## src/rtl/shifter_pipe_pkg.sv

```systemverilog
`default_nettype none
// ============================================================================
// Module      : shifter_pipe_pkg
// Description : Opcode encodings and width helpers shared by the shifter pipe.
// Revision    : 1.0 - initial release
// ============================================================================
package shifter_pipe_pkg;

    localparam int WIDTH_DEF = 16;

    typedef enum logic [1:0] {
        OP_ROL = 2'b00,
        OP_SLL = 2'b01,
        OP_ROR = 2'b10,
        OP_SRL = 2'b11
    } op_e;

    function automatic int cnt_width(input int width);
        return $clog2(width);
    endfunction

    localparam int CNT_W_DEF = cnt_width(WIDTH_DEF);

endpackage
`default_nettype wire

```

## src/rtl/shifter_pipe_level.sv

```systemverilog
`default_nettype none
// ============================================================================
// Module      : shift_level
// Description : One log-shifter level: shifts/rotates by AMT when enabled.
// Revision    : 1.0 - initial release
// ============================================================================
module shift_level
    import shifter_pipe_pkg::*;
#(
    parameter int WIDTH = WIDTH_DEF,
    parameter int AMT   = 1
) (
    input  logic [WIDTH-1:0] i_data,
    input  logic             i_en,
    input  logic [1:0]       i_op,
    output logic [WIDTH-1:0] o_data
);

    always_comb begin
        o_data = i_data;
        if (i_en) begin
            case (i_op)
                OP_ROL:  o_data = {i_data[WIDTH-AMT-1:0], i_data[WIDTH-1:WIDTH-AMT]};
                OP_SLL:  o_data = {i_data[WIDTH-AMT-1:0], {AMT{1'b0}}};
                OP_ROR:  o_data = {i_data[AMT-1:0], i_data[WIDTH-1:AMT]};
                OP_SRL:  o_data = {{AMT{1'b0}}, i_data[WIDTH-1:AMT]};
                default: o_data = i_data;
            endcase
        end
    end

endmodule
`default_nettype wire

```

## src/rtl/shifter_pipe.sv

```systemverilog
`default_nettype none
// ============================================================================
// Module      : shifter_pipe
// Description : Pipelined shifter/rotator, one log-shift level per stage, with
//               valid/ready on both sides and bubble collapse.
// Revision    : 1.0 - initial release
// ============================================================================
module shifter_pipe
    import shifter_pipe_pkg::*;
#(
    parameter  int WIDTH = WIDTH_DEF,
    localparam int CNT_W = cnt_width(WIDTH)
) (
    input  logic             clk,
    input  logic             rst,
    input  logic             in_valid,
    output logic             in_ready,
    input  logic [WIDTH-1:0] in_data,
    input  logic [CNT_W-1:0] in_cnt,
    input  logic [1:0]       in_op,
    output logic             out_valid,
    input  logic             out_ready,
    output logic [WIDTH-1:0] out_data,
    output logic             busy
);

    localparam int NSTAGE = CNT_W;
    localparam int LAST   = NSTAGE - 1;

    logic [NSTAGE-1:0] r_valid;
    logic [WIDTH-1:0]  r_data [NSTAGE];
    logic [CNT_W-1:0]  r_cnt  [NSTAGE];
    logic [1:0]        r_op   [NSTAGE];

    logic [NSTAGE-1:0] w_accept;
    logic [NSTAGE-1:0] w_vin;
    logic [NSTAGE-1:0] w_en;
    logic [WIDTH-1:0]  w_pre  [NSTAGE];
    logic [WIDTH-1:0]  w_din  [NSTAGE];
    logic [CNT_W-1:0]  w_cin  [NSTAGE];
    logic [1:0]        w_oin  [NSTAGE];

    // A stage can take new contents when empty or when everything downstream
    // of it can move; resolving from the output end gives bubble collapse.
    always_comb begin
        w_accept       = '0;
        w_accept[LAST] = !r_valid[LAST] | out_ready;
        for (int k = LAST - 1; k >= 0; k--) begin
            w_accept[k] = !r_valid[k] | w_accept[k+1];
        end
    end

    always_comb begin
        w_vin    = '0;
        w_en     = '0;
        w_vin[0] = in_valid;
        w_pre[0] = in_data;
        w_cin[0] = in_cnt;
        w_oin[0] = in_op;
        for (int k = 1; k < NSTAGE; k++) begin
            w_vin[k] = r_valid[k-1];
            w_pre[k] = r_data[k-1];
            w_cin[k] = r_cnt[k-1];
            w_oin[k] = r_op[k-1];
        end
        // Stage k applies the 2^k shift selected by count bit k.
        for (int k = 0; k < NSTAGE; k++) begin
            w_en[k] = w_cin[k][k];
        end
    end

    generate
        for (genvar k = 0; k < NSTAGE; k++) begin : g_level
            shift_level #(
                .WIDTH (WIDTH),
                .AMT   (1 << k)
            ) u_level (
                .i_data (w_pre[k]),
                .i_en   (w_en[k]),
                .i_op   (w_oin[k]),
                .o_data (w_din[k])
            );
        end
    endgenerate

    always_ff @(posedge clk or posedge rst) begin
        if (rst) begin
            r_valid <= '0;
            for (int k = 0; k < NSTAGE; k++) begin
                r_data[k] <= '0;
                r_cnt[k]  <= '0;
                r_op[k]   <= 2'b00;
            end
        end else begin
            for (int k = 0; k < NSTAGE; k++) begin
                if (w_accept[k]) begin
                    r_valid[k] <= w_vin[k];
                    // Payload only moves with a valid op so idle stages stay quiet.
                    if (w_vin[k]) begin
                        r_data[k] <= w_din[k];
                        r_cnt[k]  <= w_cin[k];
                        r_op[k]   <= w_oin[k];
                    end
                end
            end
        end
    end

    assign in_ready  = w_accept[0];
    assign out_valid = r_valid[LAST];
    assign out_data  = r_data[LAST];
    assign busy      = |r_valid;

endmodule
`default_nettype wire

```

## config.mk

```make
export PLATFORM = sky130hd
export DESIGN_NAME = shifter_pipe
export DESIGN_NICKNAME = d
export VERILOG_FILES = /design/src/rtl/shifter_pipe_pkg.sv /design/src/rtl/shifter_pipe_level.sv /design/src/rtl/shifter_pipe.sv
export SDC_FILE = /design/constraint.sdc
export NUM_CORES = 1
export LEC_CHECK = 0
export BUFFER_PORTS_ARGS = -buffer_cell sky130_fd_sc_hd__buf_2
export CAP_MARGIN = 20
export CORE_UTILIZATION = 55
export DETAILED_ROUTE_END_ITERATION = 16
export PLACE_DENSITY = 0.73
export SLEW_MARGIN = 10
export SYNTH_ARGS = -nofsm -noshare
export SYNTH_HDL_FRONTEND = slang
export SYNTH_HIERARCHICAL = 1
export SYNTH_SLANG_ARGS = --single-unit
export TNS_END_PERCENT = 10
```

## constraint.sdc

```tcl
create_clock -name clk -period 3 [get_ports clk]
set_clock_uncertainty 0.1 [all_clocks]
set_input_delay 0.3 -clock clk [delete_from_list [all_inputs] [get_ports clk]]
set_output_delay 0.3 -clock clk [all_outputs]
set_load 0.005 [all_outputs]
```

==> flow_summary.toml <==
[clock_tree]
post-cts-setup-buffers = 0
htreeDepth = 3
cts_root_buf = "clkbuf_8"
cts.sinks = 80
cts_buffers = 9
ctsResizeCount = 0
path_clk_slew_ns = 0.08
worstSkewPairLatency_ns = 0.35
cts_tree = "built"
postCtsHoldBufs = 1
clockBufferDepth = 2

[pwr]
p_switching_mw = 1.42
ir_drop_mv = 0.335
pwr-share-comb_pct = 34.5
power_density_nw_per_um2 = 869
p_leak_nw = 2.18
p_int_mw = 2.80
pwr-share-seq_pct = 44.2
power_mw = 4.22
p_sw_share_pct = 33.7
p_clk_share_pct = 21.3

[detailed_routing]
drt_pass1_iterations = 4
drt_iter0_drc = 65
route.met2.wl_mm = 3.56
wl_per_cell_microns = 14.0
num_vias = 2986
drc = 0
wl_met1_mm = 3.78
wirelength_mm = 7.67
wl_met3_microns = 224
avgViaCountPerCell = 5.47
drtAntennaViolNets = 0
top_layer = "met4"

[synth]
syn_nets = 447
seq_area_frac_synth_pct = 43.9
avgSynthCellArea_sq_um = 10.8
synth.distinct_cells = 26
synth_area_sq_um = 4560
synth-seq-cells = 80
synth_warnings = 6
synthCells = 421

[flow_run]
maxCapViolations = 0

[worst_setup_path]
worstSetupEndpointType = "flop"
worstSetupStartpoint = "r_valid[2]"
critPathSlowestCell = "nand2_1"
crit_chain = "nand4b_2, nand2_1, mux2_2"
r2r_start = "r_valid[2]"
crit_required_ns = 3.14
slowest_delay_ns = 0.63
worstPathMaxFanout = 20
reg2reg_to = "r_data[34]"
cp-start-kind = "flop"
crit_type = "flop to flop"
r2r_slack_ns = 1.12
reg2reg_depth = 3
critPathArrivalTime_ns = 2.02

[timing]
slew-limit-headroom_pct = 40.2
setup_viol = 0
clock.fmax_ghz = 0.532
setup_slack_ns = 1.12
period_minus_slack_ns = 1.88
hold_viol_final = 0
finalSetupTns_ns = 0
worstMarginPinSlew_ns = 0.897
rsz0062_at_grt = "no"
fin_crit_sh_pct = 62.7
drv_slew = 0

[floorplan]
core_sq_um = 7890
io_pins = 45
die-area_sq_um = 8660
fp.dieH_microns = 93.1
initial_core_util_pct = 57.8
placementRows = 32
die_w_microns = 93.1

[placement]
placed_cells = 529
port_buffers = 44
gp_congestion = 0.771
dp_slack_ns = 1.06
dp_hpwl_mm = 5.63

[finish]
final_common_cell = "dfrtp_1"
fin_util_pct = 61.5
n_fill_cell = 654
diodes = 0
layout.cells.non_filler = 546
syn_to_final_growth_pct = 6.45
layout-drive-gt1-share_pct = 35.8
nets = 465
layout_common_cells = "dfrtp_1 (80), mux2_2 (75), nor2_1 (48)"

[min_path]
holdPathEnd = "r_valid[0]"
min_path_cells = 2
min_path_type = "input pin to flop"
worstHoldStart = "in_valid"

[global_routing]
grt_max_degree = 34
grt_pass1_vias = 2803
track_usage_pct = 19.4
antenna_found_initial = 0
grt.overflow.total = 0
grt_pass1_wl_mm = 13.4

[status]
status = "complete, no violations"
## sequential cells by signal, summed over array words and instances (netlist names)
signal and cells:
r_cnt 6, out_data 16, r_op 6, r_data 48, r_valid 4
## per-stage QoR
stage | hold WS [ns] | area [sq um]
detailed placement | 0.217 | 4610
finish | 0.0670 | 4850
global placement | 0.216 | 4610
CTS | 0.0587 | 4850
global route | 0.0610 | 4850
floorplan | 0.308 | 4560
## synth_stat cells
library cell  number  area share [%]
and2_1             1            0.14
mux2_1             1            0.25
nand3b_1           8             1.3
a21oi_1           34             3.7
o22ai_2           14             3.8
mux2_2            75              19
clkbuf_1           5            0.41
or2_2              1            0.14
nor2_1            48             4.0
buf_6             10             2.5
nor2b_1            1            0.14
o21ai_2            1            0.19
or3b_1             6             1.2
nand2_1           26             2.1
mux2i_1           34             7.5
dfrtp_1           80              44
a31oi_1           14             1.9
o22ai_1            2            0.27
or3b_2             1            0.19
nand4b_2           1            0.33
buf_2              4            0.44
buf_4             23             3.8
nand2b_1          11             1.5
or4_1              1            0.16
nand2_2            1            0.14
inv_1             18             1.5
## routing by layer
metal | vias to the layer above | track usage, %
met2 | 47 | 31.7
li1 | 1496 | -
met4 | 0 | 6.92
met1 | 1433 | 26.0
met3 | 10 | 3.50
met5 | - | 0
## critical path, delay by kind of cell (launching register included)
| kind | cells | cell delay [ns] |
|---|---|---|
| flops | 1 | 0.43 |
| mux | 1 | 0.41 |
| simple gates | 2 | 0.81 |
## cell type report
cell class | instances | area (sq um) | area share [%]
timing repair buffer | 49 | 260 | 5.36
multi-input combinational | 281 | 2170 | 44.6
tap | 102 | 128 | 2.63
sequential | 80 | 2000 | 41.2
clock buffer | 10 | 138 | 2.84
inverter | 18 | 68.8 | 1.42
clock inverter | 6 | 91.3 | 1.88
## how the worst max path moves through the flow
| stage | depth (start not counted) | end | slack, ns |
|---|---|---|---|
| after floorplan | 1 | out_data[0] | 0.55 |
| after global placement | 4 | r_cnt[11] | 1.11 |
| after detailed placement | 4 | r_cnt[10] | 1.06 |
| after CTS | 3 | r_data[37] | 1.11 |
| after global routing | 3 | r_data[38] | 1.0 |
| final | 3 | r_data[34] | 1.12 |
## logic make-up after synthesis
group | Yosys count | synth area share (%)
compound gates | 65 | 9.96
flops | 80 | 43.9
mux | 110 | 26.2
simple gates | 106 | 11.3
buf+inv | 60 | 8.59
## power groups by stage
stage                     sequential [mW]  combinational, mW  clock (mW)
final                                1.86               1.45       0.900
after global routing                 1.94               1.63       0.962
after CTS                            1.86               1.47       0.911
after detailed placement             1.89               1.46           0
after global placement               1.85               1.42           0
after floorplan                      1.72               1.47           0
(Power assumes the default switching activity.)
